## src/rtl/rcv_pkg.sv

```systemverilog
`default_nettype none
// +----------------------------------------------------------------+
// | rcv_pkg: types and constants shared by the receive deframer and |
// | the receive controller.  Rev 1.0                                |
// +----------------------------------------------------------------+
package rcv_pkg;

  typedef enum logic [1:0] {
    HUNT    = 2'd0,
    RECEIVE = 2'd1,
    END     = 2'd2
  } deframe_state_t;

  localparam logic [7:0] SFD_DEFAULT   = 8'hD0;
  localparam logic [7:0] PREAMBLE_BYTE = 8'h55;

  function automatic logic [7:0] sat_inc8(input logic [7:0] v);
    return (v == 8'hFF) ? v : v + 8'd1;
  endfunction

endpackage
`default_nettype wire

```

## src/rtl/rcv_deframer_preamble_det.sv

```systemverilog
`default_nettype none
// +----------------------------------------------------------------+
// | preamble_det: bit shift register, alternating-run counter and   |
// | SFD compare for the receive deframer.  Rev 1.0                  |
// +----------------------------------------------------------------+
module preamble_det
  import rcv_pkg::*;
#(
  parameter int          MIN_PRE_BITS = 16,
  parameter logic [7:0]  SFD          = SFD_DEFAULT
) (
  input  logic       clk,
  input  logic       rst,
  input  logic       hunt,
  input  logic       bit_in,
  input  logic       bit_strobe,
  input  logic       bit_err,
  input  logic       clear,
  output logic [7:0] shift_next,
  output logic       sfd_hit
);

  logic [7:0]      sr_q, sr_d;
  logic [7:0]      alt_ct_q, alt_ct_d;
  // hist_q[k] holds alt_ct as it was just before the strobe k+1 strobes ago
  logic [6:0][7:0] hist_q, hist_d;

  assign shift_next = {bit_in, sr_q[7:1]};

  always_comb begin
    sr_d     = sr_q;
    alt_ct_d = alt_ct_q;
    hist_d   = hist_q;
    if (clear) begin
      sr_d     = 8'd0;
      alt_ct_d = 8'd0;
      hist_d   = '0;
    end else begin
      if (bit_strobe) begin
        sr_d = shift_next;
      end
      if (hunt) begin
        if (bit_strobe) begin
          hist_d   = {hist_q[5:0], alt_ct_q};
          alt_ct_d = (bit_in != sr_q[7]) ? sat_inc8(alt_ct_q) : 8'd1;
        end
        if (bit_err) begin
          alt_ct_d = 8'd0;
        end
      end
    end
  end

  // hist_q[6] is the run length seen before the first of the eight SFD bits
  assign sfd_hit = hunt && bit_strobe && (shift_next == SFD) &&
                   (int'(hist_q[6]) >= MIN_PRE_BITS);

  always_ff @(posedge clk) begin
    if (rst) begin
      sr_q     <= 8'd0;
      alt_ct_q <= 8'd0;
      hist_q   <= '0;
    end else begin
      sr_q     <= sr_d;
      alt_ct_q <= alt_ct_d;
      hist_q   <= hist_d;
    end
  end

endmodule
`default_nettype wire

```

## src/rtl/rcv_deframer.sv

```systemverilog
`default_nettype none
// +----------------------------------------------------------------+
// | rcv_deframer: hunts preamble+SFD in the recovered bit stream    |
// | and assembles LSB-first frame bytes.  Rev 1.0                   |
// +----------------------------------------------------------------+
module rcv_deframer
  import rcv_pkg::*;
#(
  parameter int         MIN_PRE_BITS = 16,
  parameter logic [7:0] SFD          = 8'hD0,
  parameter int         IDLE_TIMEOUT = 64,
  parameter int         MAX_BYTES    = 288
) (
  input  logic       clk,
  input  logic       rst,
  input  logic       bit_in,
  input  logic       bit_strobe,
  input  logic       bit_err,
  output logic [7:0] data_rcvr,
  output logic       valid,
  output logic       cardet,
  output logic [8:0] byte_ct,
  output logic       trunc_err,
  output logic [7:0] frame_ct
);

  localparam int IDLE_W = $clog2(IDLE_TIMEOUT + 1) + 1;

  deframe_state_t    state_q, state_d;
  logic [7:0]        data_q, data_d;
  logic              valid_q, valid_d;
  logic              cardet_q, cardet_d;
  logic [8:0]        byte_ct_q, byte_ct_d;
  logic              trunc_q, trunc_d;
  logic [7:0]        frame_ct_q, frame_ct_d;
  logic [2:0]        bit_ct_q, bit_ct_d;
  logic [IDLE_W-1:0] idle_q, idle_d;

  logic       det_clear;
  logic       sfd_hit;
  logic [7:0] shift_next;

  preamble_det #(
    .MIN_PRE_BITS (MIN_PRE_BITS),
    .SFD          (SFD)
  ) u_preamble_det (
    .clk        (clk),
    .rst        (rst),
    .hunt       (state_q == HUNT),
    .bit_in     (bit_in),
    .bit_strobe (bit_strobe),
    .bit_err    (bit_err),
    .clear      (det_clear),
    .shift_next (shift_next),
    .sfd_hit    (sfd_hit)
  );

  always_comb begin
    state_d    = state_q;
    data_d     = data_q;
    valid_d    = 1'b0;
    cardet_d   = cardet_q;
    byte_ct_d  = byte_ct_q;
    trunc_d    = 1'b0;
    frame_ct_d = frame_ct_q;
    bit_ct_d   = bit_ct_q;
    idle_d     = idle_q;
    det_clear  = 1'b0;
    case (state_q)
      HUNT: begin
        if (sfd_hit) begin
          state_d   = RECEIVE;
          cardet_d  = 1'b1;
          byte_ct_d = 9'd0;
          bit_ct_d  = 3'd0;
          idle_d    = '0;
        end
      end
      RECEIVE: begin
        // an error discards any bit strobed alongside it
        if (bit_err) begin
          state_d = END;
        end else begin
          if (bit_strobe) begin
            bit_ct_d = bit_ct_q + 3'd1;
            idle_d   = '0;
            if ((bit_ct_q == 3'd7) && (int'(byte_ct_q) < MAX_BYTES)) begin
              data_d    = shift_next;
              valid_d   = 1'b1;
              byte_ct_d = byte_ct_q + 9'd1;
            end
          end else begin
            idle_d = idle_q + IDLE_W'(1);
          end
          if (idle_q == IDLE_W'(IDLE_TIMEOUT)) begin
            state_d = END;
          end
        end
      end
      END: begin
        state_d   = HUNT;
        cardet_d  = 1'b0;
        trunc_d   = (bit_ct_q != 3'd0);
        det_clear = 1'b1;
        bit_ct_d  = 3'd0;
        idle_d    = '0;
        if (byte_ct_q != 9'd0) begin
          frame_ct_d = frame_ct_q + 8'd1;
        end
      end
      default: begin
        state_d = HUNT;
      end
    endcase
  end

  always_ff @(posedge clk) begin
    if (rst) begin
      state_q    <= HUNT;
      data_q     <= 8'd0;
      valid_q    <= 1'b0;
      cardet_q   <= 1'b0;
      byte_ct_q  <= 9'd0;
      trunc_q    <= 1'b0;
      frame_ct_q <= 8'd0;
      bit_ct_q   <= 3'd0;
      idle_q     <= '0;
    end else begin
      state_q    <= state_d;
      data_q     <= data_d;
      valid_q    <= valid_d;
      cardet_q   <= cardet_d;
      byte_ct_q  <= byte_ct_d;
      trunc_q    <= trunc_d;
      frame_ct_q <= frame_ct_d;
      bit_ct_q   <= bit_ct_d;
      idle_q     <= idle_d;
    end
  end

  assign data_rcvr = data_q;
  assign valid     = valid_q;
  assign cardet    = cardet_q;
  assign byte_ct   = byte_ct_q;
  assign trunc_err = trunc_q;
  assign frame_ct  = frame_ct_q;

endmodule
`default_nettype wire

```

## config.mk

```make
export PLATFORM = sky130hd
export DESIGN_NAME = rcv_deframer
export DESIGN_NICKNAME = d
export VERILOG_FILES = /design/src/rtl/rcv_pkg.sv /design/src/rtl/rcv_deframer_preamble_det.sv /design/src/rtl/rcv_deframer.sv
export SDC_FILE = /design/constraint.sdc
export NUM_CORES = 1
export LEC_CHECK = 0
export ABC_AREA = 1
export CAP_MARGIN = 10
export CORE_MARGIN = 2
export CORE_UTILIZATION = 50
export DETAILED_ROUTE_END_ITERATION = 10
export PLACE_DENSITY_LB_ADDON = 0.05
export SYNTH_ARGS = -nofsm -noshare
export SYNTH_HDL_FRONTEND = slang
export SYNTH_SLANG_ARGS = --single-unit
```

## constraint.sdc

```tcl
create_clock -name clk -period 3.9 [get_ports clk]
set_clock_uncertainty 0.1 [all_clocks]
set_input_delay 0.78 -clock clk [delete_from_list [all_inputs] [get_ports clk]]
set_output_delay 0.78 -clock clk [all_outputs]
set_load 0.005 [all_outputs]
```

# Yosys cells after proc, flatten, opt, wreduce, memory -nomap -nowiden
# Cells that the tools add are included.
dict set report word_totals {
  regBits 113
  input_bits 5
  out_inout_bits 28
  elab_cells 90
}
dict set report op_classes {
  add_sub_neg 5
  n_lt_le_gt_ge 2
  n_eq_ne 13
  n_mux 25
  bitwise 4
  n_reduce_logical 23
}
# op n
set ops {}
lappend ops {{2-to-1 mux 8 bit} 7}
lappend ops {{2-to-1 mux 9 bit} 4}
lappend ops {{adder 8 x 1 -> 8 bit, second input constant} 3}
lappend ops {{one-hot mux 8 bit (3 select lines)} 1}
lappend ops {{one-hot mux 9 bit (2 select lines)} 1}
lappend ops {{== test 8 bit, second input constant} 2}
lappend ops {{adder 9 x 1 -> 9 bit, second input constant} 1}
lappend ops {{< comparator 9 bit, second input constant} 1}
lappend ops {{2-to-1 mux 3 bit} 3}
lappend ops {{one-hot mux 3 bit (3 select lines)} 1}
lappend ops {{nonzero test 9 bit} 1}
lappend ops {{== test 8 x 7 -> 1 bit, second input constant} 1}
lappend ops {{greater-or-equal comparator 8 x 5 -> 1 bit, second input constant} 1}
lappend ops {{inequality test 2 bit, second input constant} 4}
lappend ops {{AND reduction 2 bit} 4}
lappend ops {{AND reduction 4 bit} 2}
lappend ops {{2-to-1 mux 2 bit} 3}
lappend ops {{inequality test 3 bit, second input constant} 2}
lappend ops {{AND reduction 3 bit} 2}
lappend ops {{nonzero test 2 bit} 3}
lappend ops {{nonzero test 3 bit} 2}
lappend ops {{AND reduction 5 bit} 1}
lappend ops {{logical AND 1 bit} 4}
lappend ops {{inverter 1 bit} 4}
lappend ops {{other kinds (11)} 14}

# Logic depth before layout (Yosys ltp)
# Gate-level depths: netlist (run 1).
dict set report logic_depth {
  word_depth 6
  ltp_mapped 10
  ltp_nobuf 10
}

# Cells and area by module
# Synthesis (run 1) repeated with hierarchy kept, for this count alone.
dict set report hier_totals {
  hier_cells 532
  area_unflattened_um2 3863.7
}
# mod n_inst cells_each area_per_inst_um2
set by_module_without_submodules {}
lappend by_module_without_submodules {rcv_deframer 1 287 2048.2}
lappend by_module_without_submodules {preamble_det 1 245 1815.5}

# Least setup slack after synthesis (run 1)
# OpenSTA, ideal clock, no wires.
dict set report synth_timing {
  path_kind {input port to flip-flop}
  from {input bit_in}
  to {register u_preamble_det.alt_ct_q[1]}
  arrival_time_ns 1.685
  t_required_ns 3.687
  setup_slack_ns 2.002
  path_stages 8
  path_buffers 0
  cell_sequence {ha_1 nand2_1 inv_1 nand4_1 nand2_2 inv_1 nor2_1 nor2_1}
}
dict set report synth_via {
  elab_chain_cells 4
  elab_cells_between_ends 6
  cone_classes {2 x eq/ne; 3 x mux; 1 x reduce/logical}
}
# element line
set synth_rtl {}
lappend synth_rtl {{from (decl)} rcv_deframer.sv:16} ;# input logic bit_in,
lappend synth_rtl {{inequality test 1 bit (*)} rcv_deframer_preamble_det.sv:45} ;# alt_ct_d = (bit_in != sr_q[7]) ? sat_inc8(alt_ct_q) : 8'd1;
lappend synth_rtl {{2-to-1 mux 8 bit} rcv_deframer_preamble_det.sv:45}
lappend synth_rtl {{2-to-1 mux 8 bit} rcv_deframer_preamble_det.sv:43} ;# if (bit_strobe) begin
lappend synth_rtl {{2-to-1 mux 8 bit} rcv_deframer_preamble_det.sv:47} ;# if (bit_err) begin
lappend synth_rtl {{to (signal assigned)} rcv_deframer_preamble_det.sv:65} ;# alt_ct_q <= alt_ct_d;
lappend synth_rtl {{to (decl)} rcv_deframer_preamble_det.sv:24} ;# logic [7:0] alt_ct_q, alt_ct_d;
# Mark *: on every way between the ends. The rest lies on a longest branch, timed or not. The select of a mux whose other input is x is not followed.
# A chain may end at the register's enable or synchronous reset.

# Worst setup path in the final report (run 1)
dict set report layout_timing {
  from {input bit_strobe}
  to {register bit_ct_q[1]}
}
dict set report layout_via {
  elab_chain_cells 5
  elab_cells_between_ends 6
  cone_classes {2 x eq/ne; 4 x reduce/logical}
}
# element line
set layout_rtl {}
lappend layout_rtl {{from (decl)} rcv_deframer.sv:17} ;# input logic bit_strobe,
lappend layout_rtl {{logical AND 1 bit (3 in a row)} rcv_deframer_preamble_det.sv:55} ;# assign sfd_hit = hunt && bit_strobe && (shift_next == SFD) &&
lappend layout_rtl {{inequality test 2 bit (no source line)} n/a}
lappend layout_rtl {{AND reduction 4 bit (no source line) (*)} n/a}
lappend layout_rtl {{to (signal assigned)} rcv_deframer.sv:136} ;# bit_ct_q <= bit_ct_d;
lappend layout_rtl {{to (decl)} rcv_deframer.sv:36} ;# logic [2:0] bit_ct_q, bit_ct_d;
# Mark *: on every way between the ends. The rest lies on a longest branch, timed or not.

==> flow_summary.json, run 1 <==
{
  "hp-class": "register to register",
  "cts-root-buf": "clkbuf_8",
  "hold_buffers": 0,
  "dieArea_um2": 8376,
  "worst-path-buf-inv": 3,
  "die_w_um": 91.52,
  "final_cells": 675,
  "drcViolationCount": 0,
  "drt_iter0_drc": 135,
  "drive_gt1_share_pct": 6.944,
  "antennaDiodeCount": 0,
  "synth_top_area_share_pct": 43.91,
  "grt_max_degree": 34,
  "dp_hpwl_mm": 5.385,
  "cp_slowest_cell": "clkdlybuf4s50_1",
  "path_delay_family": "buffers and inverters",
  "synth_edf_count": 0,
  "top_layer_used": "met4",
  "fin_nets": 587,
  "final_cell_area_um2": 4355,
  "worstPathArrival_ns": 2.59,
  "tightest_slew_ns": 0.5993,
  "grt_antenna_before_repair": 0,
  "nFillCells": 684,
  "cts_sinks": 84,
  "crit_chain": "clkdlybuf4s50_1, buf_4, nand2_1, buf_4, nor2_1, nand2_2, nand2_4, nand2_1, nand2_2, a21oi_1",
  "port-buffer-count": 32,
  "grt_pass1_vias": 3109,
  "fp-row-count": 31,
  "synth_largest_area_cell": "dfxtp_1",
  "route.layer.met1.wl_mm": 3.787,
  "final_core_util_pct": 59.41,
  "yosys_warnings": 0,
  "syn_to_final_growth_pct": 13.72,
  "synth.yosys.seq_area_share_pct": 43.91,
  "synth_nets": 564,
  "ys_types": 31,
  "synth_ff_type": "dfxtp_1",
  "wl_met3_um": 259,
  "r2r_cells": 9,
  "slew_viol_final": 0,
  "grt_setup_unrepaired": "false",
  "initial_utilization_pct": 52.24,
  "cap_violations": 0,
  "dp_slack_ns": 1.075,
  "end_kind": "register",
  "clock_latency_ns": 0.35,
  "setup_viol": 0,
  "dp_cells": 660,
  "num_vias": 3301,
  "power.density_nw_per_um2": 349.6,
  "cts_tree": "done",
  "core-area_um2": 7331,
  "grt_use_total_pct": 19.64,
  "layout_setup_ws_ns": 1.443,
  "fin_setup_tns_ns": 0,
  "crit_type": "primary input to register",
  "mappedNetlistArea_um2": 3830,
  "grt_overflow": 0,
  "relSlewSlack_pct": 59.80,
  "wl_mm": 7.621,
  "hold_path_depth": 2,
  "synth_most_common_cell": "nor2_1",
  "p_leak_nw": 1.725,
  "io_pins": 33,
  "clock_path_buffers": 2,
  "first_pass_iters": 4,
  "netlist_instances": 549,
  "place.gp.congestion": 0.8855,
  "min_period_ns": 2.457,
  "ant_nets": 0,
  "dr_wl_met2_mm": 3.465,
  "hold_ws_ns": 0.3530,
  "ir_worst_vdd_mv": 0.2808,
  "clk_pin_slew_ns": 0.09,
  "ys_seq_elements": 84,
  "finalPower_mw": 1.523,
  "crit_required_ns": 4.04,
  "die_height_um": 91.52,
  "period_share_pct": 62.99,
  "max_freq_mhz": 407.1,
  "cts_setup_buffers": 0,
  "cp_max_fo": 30,
  "htreeDepth": 3,
  "cp_slowest_stage_delay_ns": 0.46,
  "cts_made_buffers": 9,
  "startpoint_type": "primary input",
  "vias_per_cell": 4.890,
  "routedWlPerCell_um": 11.29,
  "ctsResizeCount": 0,
  "synthArstFlopShare_pct": 0,
  "status": "completed",
  "synth_area_leaders": "dfxtp_1, nor2_1, nand2_1",
  "hold_viol": 0,
  "place_area_um2": 4180,
  "syn_area_per_cell_um2": 6.976,
  "synth_common_cells": "nor2_1, nand2_1, dfxtp_1",
  "grt_pass1_wl_mm": 13.48,
  "critical_path_cell_count": 10
}
## worst min-delay path, stage by stage (launching register included)
cell and delay, ns:
dfxtp_1 0.30, inv_1 0.06, a21oi_1 0.05
## sequential cells by signal (all words and copies together), names as in the netlist
signal	flops
bit_ct_q	3
data_rcvr	8
state_q	2
idle_q	8
byte_ct	9
u_preamble_det.sr_q	7
u_preamble_det.alt_ct_q	8
u_preamble_det.hist_q	28
valid	1
frame_ct	8
cardet	1
trunc_err	1
## routing by layer
metal / global-route usage, % / vias up
met5: 0 / -
met4: 7.449 / 0
met3: 4.066 / 10
met2: 32.41 / 46
met1: 25.16 / 1468
li1: - / 1777
## where the power goes
group          leakage [nW]  switching, mW  total, mW  internal [mW]
Sequential            0.683        0.00870      0.886          0.877
Combinational         0.958         0.0529     0.0804         0.0274
Clock                0.0848          0.309      0.556          0.247
## cell families after synthesis
| logic type | after synthesis | share of synthesized area [%] |
|---|---|---|
| xor gates and xnor gates | 6 | 1.372 |
| buffers and inverters | 94 | 10.09 |
| AOI/OAI and AO/OA | 98 | 13.30 |
| DFF | 84 | 43.91 |
| and+or+nand+nor | 257 | 28.06 |
| adders and majority gates | 10 | 3.267 |
## path summary, 6_finish.rpt
kind                                                             start                                     end  slack [ns]
worst max-delay path                                        bit_strobe                bit_ct_q[1]$_SDFFE_PP0P_        1.44
worst min-delay path            u_preamble_det.hist_q[54]$_SDFFE_PP0P_  u_preamble_det.hist_q[54]$_SDFFE_PP0P_        0.35
worst max register to register                 state_q[1]$_SDFFE_PP0P_                bit_ct_q[1]$_SDFFE_PP0P_        1.99
worst min register to register  u_preamble_det.hist_q[54]$_SDFFE_PP0P_  u_preamble_det.hist_q[54]$_SDFFE_PP0P_        0.35
## placed cells by master, fill, tap and decap left out, types with 7 or more instances in the layout
master,count
a21oi_1,42
clkbuf_8,10
clkdlybuf4s50_1,32
dfxtp_1,84
ha_1,10
inv_1,61
inv_2,8
nand2_1,98
nand3_1,29
nor2_1,105
nor3_1,7
o21ai_0,49
## area by class of cell
type	instances	area [µm²]	share of cell area [%]
Clock buffer	10	137.6	3.160
Inverter	70	262.8	6.033
Sequential cell	84	1682	38.61
Tap cell	99	123.9	2.844
Timing Repair Buffer	36	350.3	8.044
Multi-Input combinational cell	371	1762	40.45
Clock inverter	5	37.54	0.8618
Note: power is estimated with default switching activity, not from simulation.
==> run 2: changes to the inputs <==
==> constraint.sdc (replaced) <==
create_clock -name clk -period 2.25 [get_ports clk]
set_clock_uncertainty 0.1 [all_clocks]
set_input_delay 0.45 -clock clk [delete_from_list [all_inputs] [get_ports clk]]
set_output_delay 0.45 -clock clk [all_outputs]
set_load 0.005 [all_outputs]
==> run 2 against run 1 <==
  * Clock-buffer cell count down 1
  * Flip-flop and latch count did not move
  * Sequential share of layout area is 1.0 points lower
  * Global-route usage grew 0.080 points
  * Utilization is 1.6 points higher
  * Final cell count increased by 1.2%
  * Total power rose by 90%
  * Critical path depth shrank 9
  * Hold slack got worse by 0.0014 ns
  * Non-clock buffer count is 7 higher
  * Wire length shrank 0.22%
  * Via count increased by 2.0%
  * Largest power group unchanged
  * Highest routed layer unchanged
==> flow_summary.json, run 2 (same netlist as run 1, synthesis figures left out) <==
{
  "setup_viol": 0,
  "ant_nets": 0,
  "cts_made_buffers": 9,
  "p_leak_nw": 1.791,
  "hold_viol": 0,
  "finalPower_mw": 2.886,
  "clk_pin_slew_ns": 0.08,
  "grt_overflow": 0,
  "startpoint_type": "register",
  "cp_slowest_cell": "clkdlybuf4s50_1",
  "ir_worst_vdd_mv": 0.3996,
  "largest_register": "u_preamble_det.hist_q",
  "drive_gt1_share_pct": 8.219,
  "grt_pass1_vias": 3108,
  "power.share.switching_pct": 23.24,
  "min_period_ns": 1.920,
  "final_cell_area_um2": 4474,
  "cts_tree": "done",
  "worst-path-buf-inv": 1,
  "worstPathArrival_ns": 1.37,
  "layout_setup_ws_ns": 0.3303,
  "crit_required_ns": 1.70,
  "hold_ws_ns": 0.3516,
  "grt_pass1_wl_mm": 13.72,
  "path_delay_family": "buffers and inverters",
  "grt_setup_unrepaired": "false",
  "final_core_util_pct": 61.03,
  "grt_use_total_pct": 19.72,
  "drcViolationCount": 0,
  "clock_path_buffers": 2,
  "fin_setup_tns_ns": 0,
  "dp_slack_ns": 0.03554,
  "place.gp.congestion": 0.9160,
  "port-buffer-count": 32,
  "grt_antenna_before_repair": 0,
  "cap_violations": 0,
  "core-area_um2": 7331,
  "dieArea_um2": 8376,
  "die_height_um": 91.52,
  "antennaDiodeCount": 0,
  "crit_type": "register to output pin",
  "grt_max_degree": 30,
  "end_kind": "output pin",
  "p_clk_share_pct": 41.7,
  "wl_mm": 7.604,
  "fp-row-count": 31,
  "combPwrFrac_pct": 5.0,
  "final_cells": 683,
  "power.density_nw_per_um2": 645.0,
  "largest_reg_flops": 28,
  "vias_per_cell": 4.928,
  "fin_nets": 594,
  "slew_viol_final": 0,
  "io_pins": 33,
  "p_seq_share_pct": 53.2,
  "max_freq_mhz": 520.9,
  "relSlewSlack_pct": 78.67,
  "cts_sinks": 84,
  "period_share_pct": 85.32,
  "nFillCells": 688,
  "routedWlPerCell_um": 11.13,
  "dp_cells": 667,
  "drt_iter0_drc": 140,
  "cp_max_fo": 7,
  "tightest_slew_ns": 0.3196,
  "dp_hpwl_mm": 5.618,
  "cts_setup_buffers": 0,
  "syn_to_final_growth_pct": 16.82,
  "layout_commonest_cell": "nor2_1",
  "crit_chain": "clkdlybuf4s50_1",
  "ctsResizeCount": 0,
  "hold_buffers": 0,
  "htreeDepth": 3,
  "cts-root-buf": "clkbuf_8",
  "final_cell_mix": "nor2_1, nand2_1, dfxtp_1",
  "internal_power_mw": 2.215,
  "switchingPower_mw": 0.6708,
  "place_area_um2": 4245,
  "initial_utilization_pct": 52.24,
  "clock_latency_ns": 0.35,
  "status": "completed",
  "num_vias": 3366,
  "first_pass_iters": 4,
  "cp_slowest_stage_delay_ns": 0.56,
  "die_w_um": 91.52,
  "hp-class": "register to register"
}
[run 2: routing by layer]
layer  part of all wire, %  global-route usage, %
met1                    48                  25.92
met2                    48                  32.60
met3                   2.9                  5.062
met4                  0.92                  4.293
met5                     0                      0
[run 2: power by group through the flow]
stage | clock, mW | combinational, mW | sequential [mW]
2_1_floorplan | 0 | 0.114 | 1.57
3_3_place_gp | 0 | 0.145 | 1.57
3_5_place_dp | 0 | 0.147 | 1.57
4_1_cts | 1.25 | 0.148 | 1.54
5_1_grt | 1.32 | 0.170 | 1.54
6_report | 1.20 | 0.145 | 1.54
[run 2: cell type report]
| class | count | area, µm² | share of cell area, % |
|---|---|---|---|
| clock buffer | 9 | 123.9 | 2.768 |
| sequential | 84 | 1682 | 37.58 |
| timing repair buffer | 43 | 415.4 | 9.284 |
| tap | 99 | 123.9 | 2.768 |
| multi-input combinational | 371 | 1762 | 39.37 |
| inverter | 70 | 262.8 | 5.872 |
| clock inverter | 7 | 105.1 | 2.349 |
[run 2: final timing paths]
kind / from / to / slack (ns) / depth (start not counted)
setup reg to reg: u_preamble_det.alt_ct_q[0]$_SDFFE_PP0P_ / u_preamble_det.alt_ct_q[7]$_SDFFE_PP0P_ / 0.55 / 9
setup / recovery: byte_ct[2]$_SDFFE_PP0P_ / byte_ct[2] / 0.33 / 1
hold / removal: u_preamble_det.hist_q[54]$_SDFFE_PP0P_ / u_preamble_det.hist_q[54]$_SDFFE_PP0P_ / 0.35 / 2
hold reg to reg: u_preamble_det.hist_q[54]$_SDFFE_PP0P_ / u_preamble_det.hist_q[54]$_SDFFE_PP0P_ / 0.35 / 2
==> run 3: changes to the inputs <==
--- a/config.mk
+++ b/config.mk
@@ -5,10 +5,11 @@
 export SDC_FILE = /design/constraint.sdc
 export NUM_CORES = 1
 export LEC_CHECK = 0
-export ABC_AREA = 1
 export CAP_MARGIN = 10
+export CELL_PAD_IN_SITES_DETAIL_PLACEMENT = 2
+export CELL_PAD_IN_SITES_GLOBAL_PLACEMENT = 2
 export CORE_MARGIN = 2
-export CORE_UTILIZATION = 50
+export CORE_UTILIZATION = 31
 export DETAILED_ROUTE_END_ITERATION = 10
 export PLACE_DENSITY_LB_ADDON = 0.05
 export SYNTH_ARGS = -nofsm -noshare
==> run 3 against run 2 <==
  * Sequential share of layout area shrank 2.1 points
  * Die area up 56%
  * Non-clock buffer count rose by 26
  * Hold slack about the same
  * Total power is 4.0% higher
  * Register-to-register slack lost 0.27 ns
  * Critical path depth is 6 higher
  * Largest cell class unchanged
  * Flip-flop and latch count stayed put
  * Combinational power decreased by 9.7%
  * Setup slack lost 0.24 ns
  * Wire length rose by 34%
  * Fmax fell by 11%
==> flow_summary.json, run 3 <==
{
  "period_share_pct": 96.12,
  "mappedNetlistArea_um2": 3774,
  "power.density_nw_per_um2": 633.2,
  "die_height_um": 114.3,
  "end_kind": "register",
  "ys_seq_elements": 84,
  "syn_to_final_growth_pct": 25.56,
  "multi_input_area_um2": 1929,
  "synth_common_cells": "nand2_1, dfxtp_1, a21oi_1",
  "seqCellArea_um2": 1682,
  "grt_pass1_wl_mm": 17.33,
  "cts_made_buffers": 9,
  "grt_pass1_vias": 3539,
  "synth_top_area_share_pct": 44.56,
  "hold_buffers": 0,
  "ant_nets": 0,
  "dp_hpwl_mm": 7.216,
  "num_vias": 3345,
  "largest_reg_flops": 28,
  "io_pins": 33,
  "fp-row-count": 40,
  "min_period_ns": 2.163,
  "hp-class": "register to register",
  "wl_mm": 10.17,
  "largest_register": "u_preamble_det.hist_q",
  "worstPathArrival_ns": 2.33,
  "fin_nets": 512,
  "core-area_um2": 11960,
  "synth.yosys.seq_area_share_pct": 44.56,
  "drive_gt1_share_pct": 12.57,
  "startpoint_type": "primary input",
  "p_leak_nw": 1.614,
  "ys_types": 53,
  "layout_commonest_cell": "nand2_1",
  "port-buffer-count": 32,
  "cts-root-buf": "clkbuf_16",
  "clock_latency_ns": 0.34,
  "first_pass_iters": 4,
  "grt_overflow": 0,
  "final_cell_mix": "nand2_1, dfxtp_1, a21oi_1",
  "cts_sinks": 84,
  "slew_viol_final": 0,
  "crit_type": "primary input to register",
  "die_w_um": 114.3,
  "place.gp.congestion": 0.7306,
  "htreeDepth": 3,
  "status": "completed",
  "yosys_warnings": 0,
  "synth_edf_count": 0,
  "routedWlPerCell_um": 15.69,
  "synth_ff_type": "dfxtp_1",
  "initial_utilization_pct": 31.55,
  "fin_setup_tns_ns": 0,
  "cp_max_fo": 7,
  "max_freq_mhz": 462.4,
  "clock_path_buffers": 2,
  "syn_area_per_cell_um2": 8.386,
  "cap_violations": 0,
  "synth_nets": 465,
  "grt_max_degree": 39,
  "grt_antenna_before_repair": 0,
  "vias_per_cell": 5.162,
  "drt_iter0_drc": 73,
  "tightest_slew_ns": 0.6250,
  "synth_largest_area_cell": "dfxtp_1",
  "drcViolationCount": 0,
  "synth_area_leaders": "dfxtp_1, nand2_1, mux2i_1",
  "synthArstFlopShare_pct": 0,
  "nFillCells": 1347,
  "finalPower_mw": 3.000,
  "crit_required_ns": 2.42,
  "netlist_instances": 450,
  "clk_pin_slew_ns": 0.06,
  "dieArea_um2": 13070,
  "antennaDiodeCount": 0,
  "relSlewSlack_pct": 58.33,
  "hold_viol": 0,
  "ir_worst_vdd_mv": 0.2452,
  "cts_tree": "done",
  "setup_viol": 0,
  "grt_use_total_pct": 16.62,
  "synth_most_common_cell": "nand2_1"
}
## run 3: changes by cell type in the layout (fill, tap and decap cells not counted), moves of 6 or more
cell | before | now
inv_1 | 61 | 10
mux2i_1 | 0 | 25
nor2_1 | 105 | 19
inv_2 | 8 | 1
o21ai_1 | 1 | 9
o21ai_0 | 49 | 2
a32o_1 | 0 | 6
clkbuf_16 | 0 | 9
o31ai_1 | 0 | 8
clkbuf_8 | 9 | 0
nand2b_1 | 0 | 10
nand3_1 | 29 | 12
buf_4 | 10 | 34
## run 3: kinds of logic (layout without fill, tap and decap cells)
family / Yosys count / count (layout) / synth area share, %
fa+ha+maj: 10 / 10 / 3.316
xor+xnor: 2 / 2 / 0.4643
buf+inv: 44 / 95 / 4.642
compound gates: 93 / 93 / 16.05
mux: 25 / 25 / 6.631
simple gates: 192 / 192 / 24.34
flops: 84 / 84 / 44.56
## run 3: final cells by class
cell class	instances	area share, %
clock inverters	6	0.8714
flip-flops and latches	84	35.49
clock buffers	9	4.753
repair buffers	69	13.41
well taps	147	3.882
inverters	11	0.8714
multi-input cells	322	40.72
## run 3: per-stage QoR
stage	utilization, %	std cells	hold slack (ns)	worst slack [ns]	area (µm²)
2_1_floorplan	-	450	0.3310	0.3601	3774
3_3_place_gp	37.32	633	0.3387	-0.2708	4464
3_5_place_dp	37.32	633	0.3485	-0.3734	4464
4_1_cts	39.58	648	0.3585	0.09660	4735
5_1_grt	39.61	648	0.3727	-0.0002045	4738
6_report	39.61	648	0.3514	0.08721	4738
## run 3: routing by layer
layer / vias to the layer above / share of wire [%] / GRT usage (%)
li1: 1663 / - / -
met1: 1648 / 47 / 20.24
met2: 23 / 50 / 29.01
met3: 11 / 1.5 / 2.700
met4: 0 / 1.7 / 7.073
met5: - / 0 / 0
## run 3: timing repair
item                                   CTS  global route
endpoints found under the hold margin    0             0
resized for setup                        1             1
buffers inserted                         0             0
setup endpoints to repair                1             1
## run 3: path summary, 6_finish.rpt
kind	startpoint	endpoint	slack, ns	cells after the start
max	bit_in	byte_ct[7]$_SDFFE_PP0P_	0.09	7
min	u_preamble_det.hist_q[38]$_SDFFE_PP0P_	u_preamble_det.hist_q[46]$_SDFFE_PP0P_	0.35	2
max reg2reg	byte_ct[5]$_SDFFE_PP0P_	byte_ct[7]$_SDFFE_PP0P_	0.28	4
min reg2reg	u_preamble_det.hist_q[38]$_SDFFE_PP0P_	u_preamble_det.hist_q[46]$_SDFFE_PP0P_	0.35	2
## run 3: critical path: stages
cell,delay (ns)
clkdlybuf4s50_1,0.52
ha_1,0.17
and4bb_2,0.26
nand4_1,0.18
buf_4,0.23
a211oi_1,0.29
mux2i_1,0.23
## run 3: report_power, final
group / leakage, nW / internal (mW) / total, mW / switching, mW
Clock: 0.124 / 0.742 / 1.37 / 0.633
Combinational: 0.813 / 0.0516 / 0.131 / 0.0791
Sequential: 0.677 / 1.49 / 1.49 / 0.00468
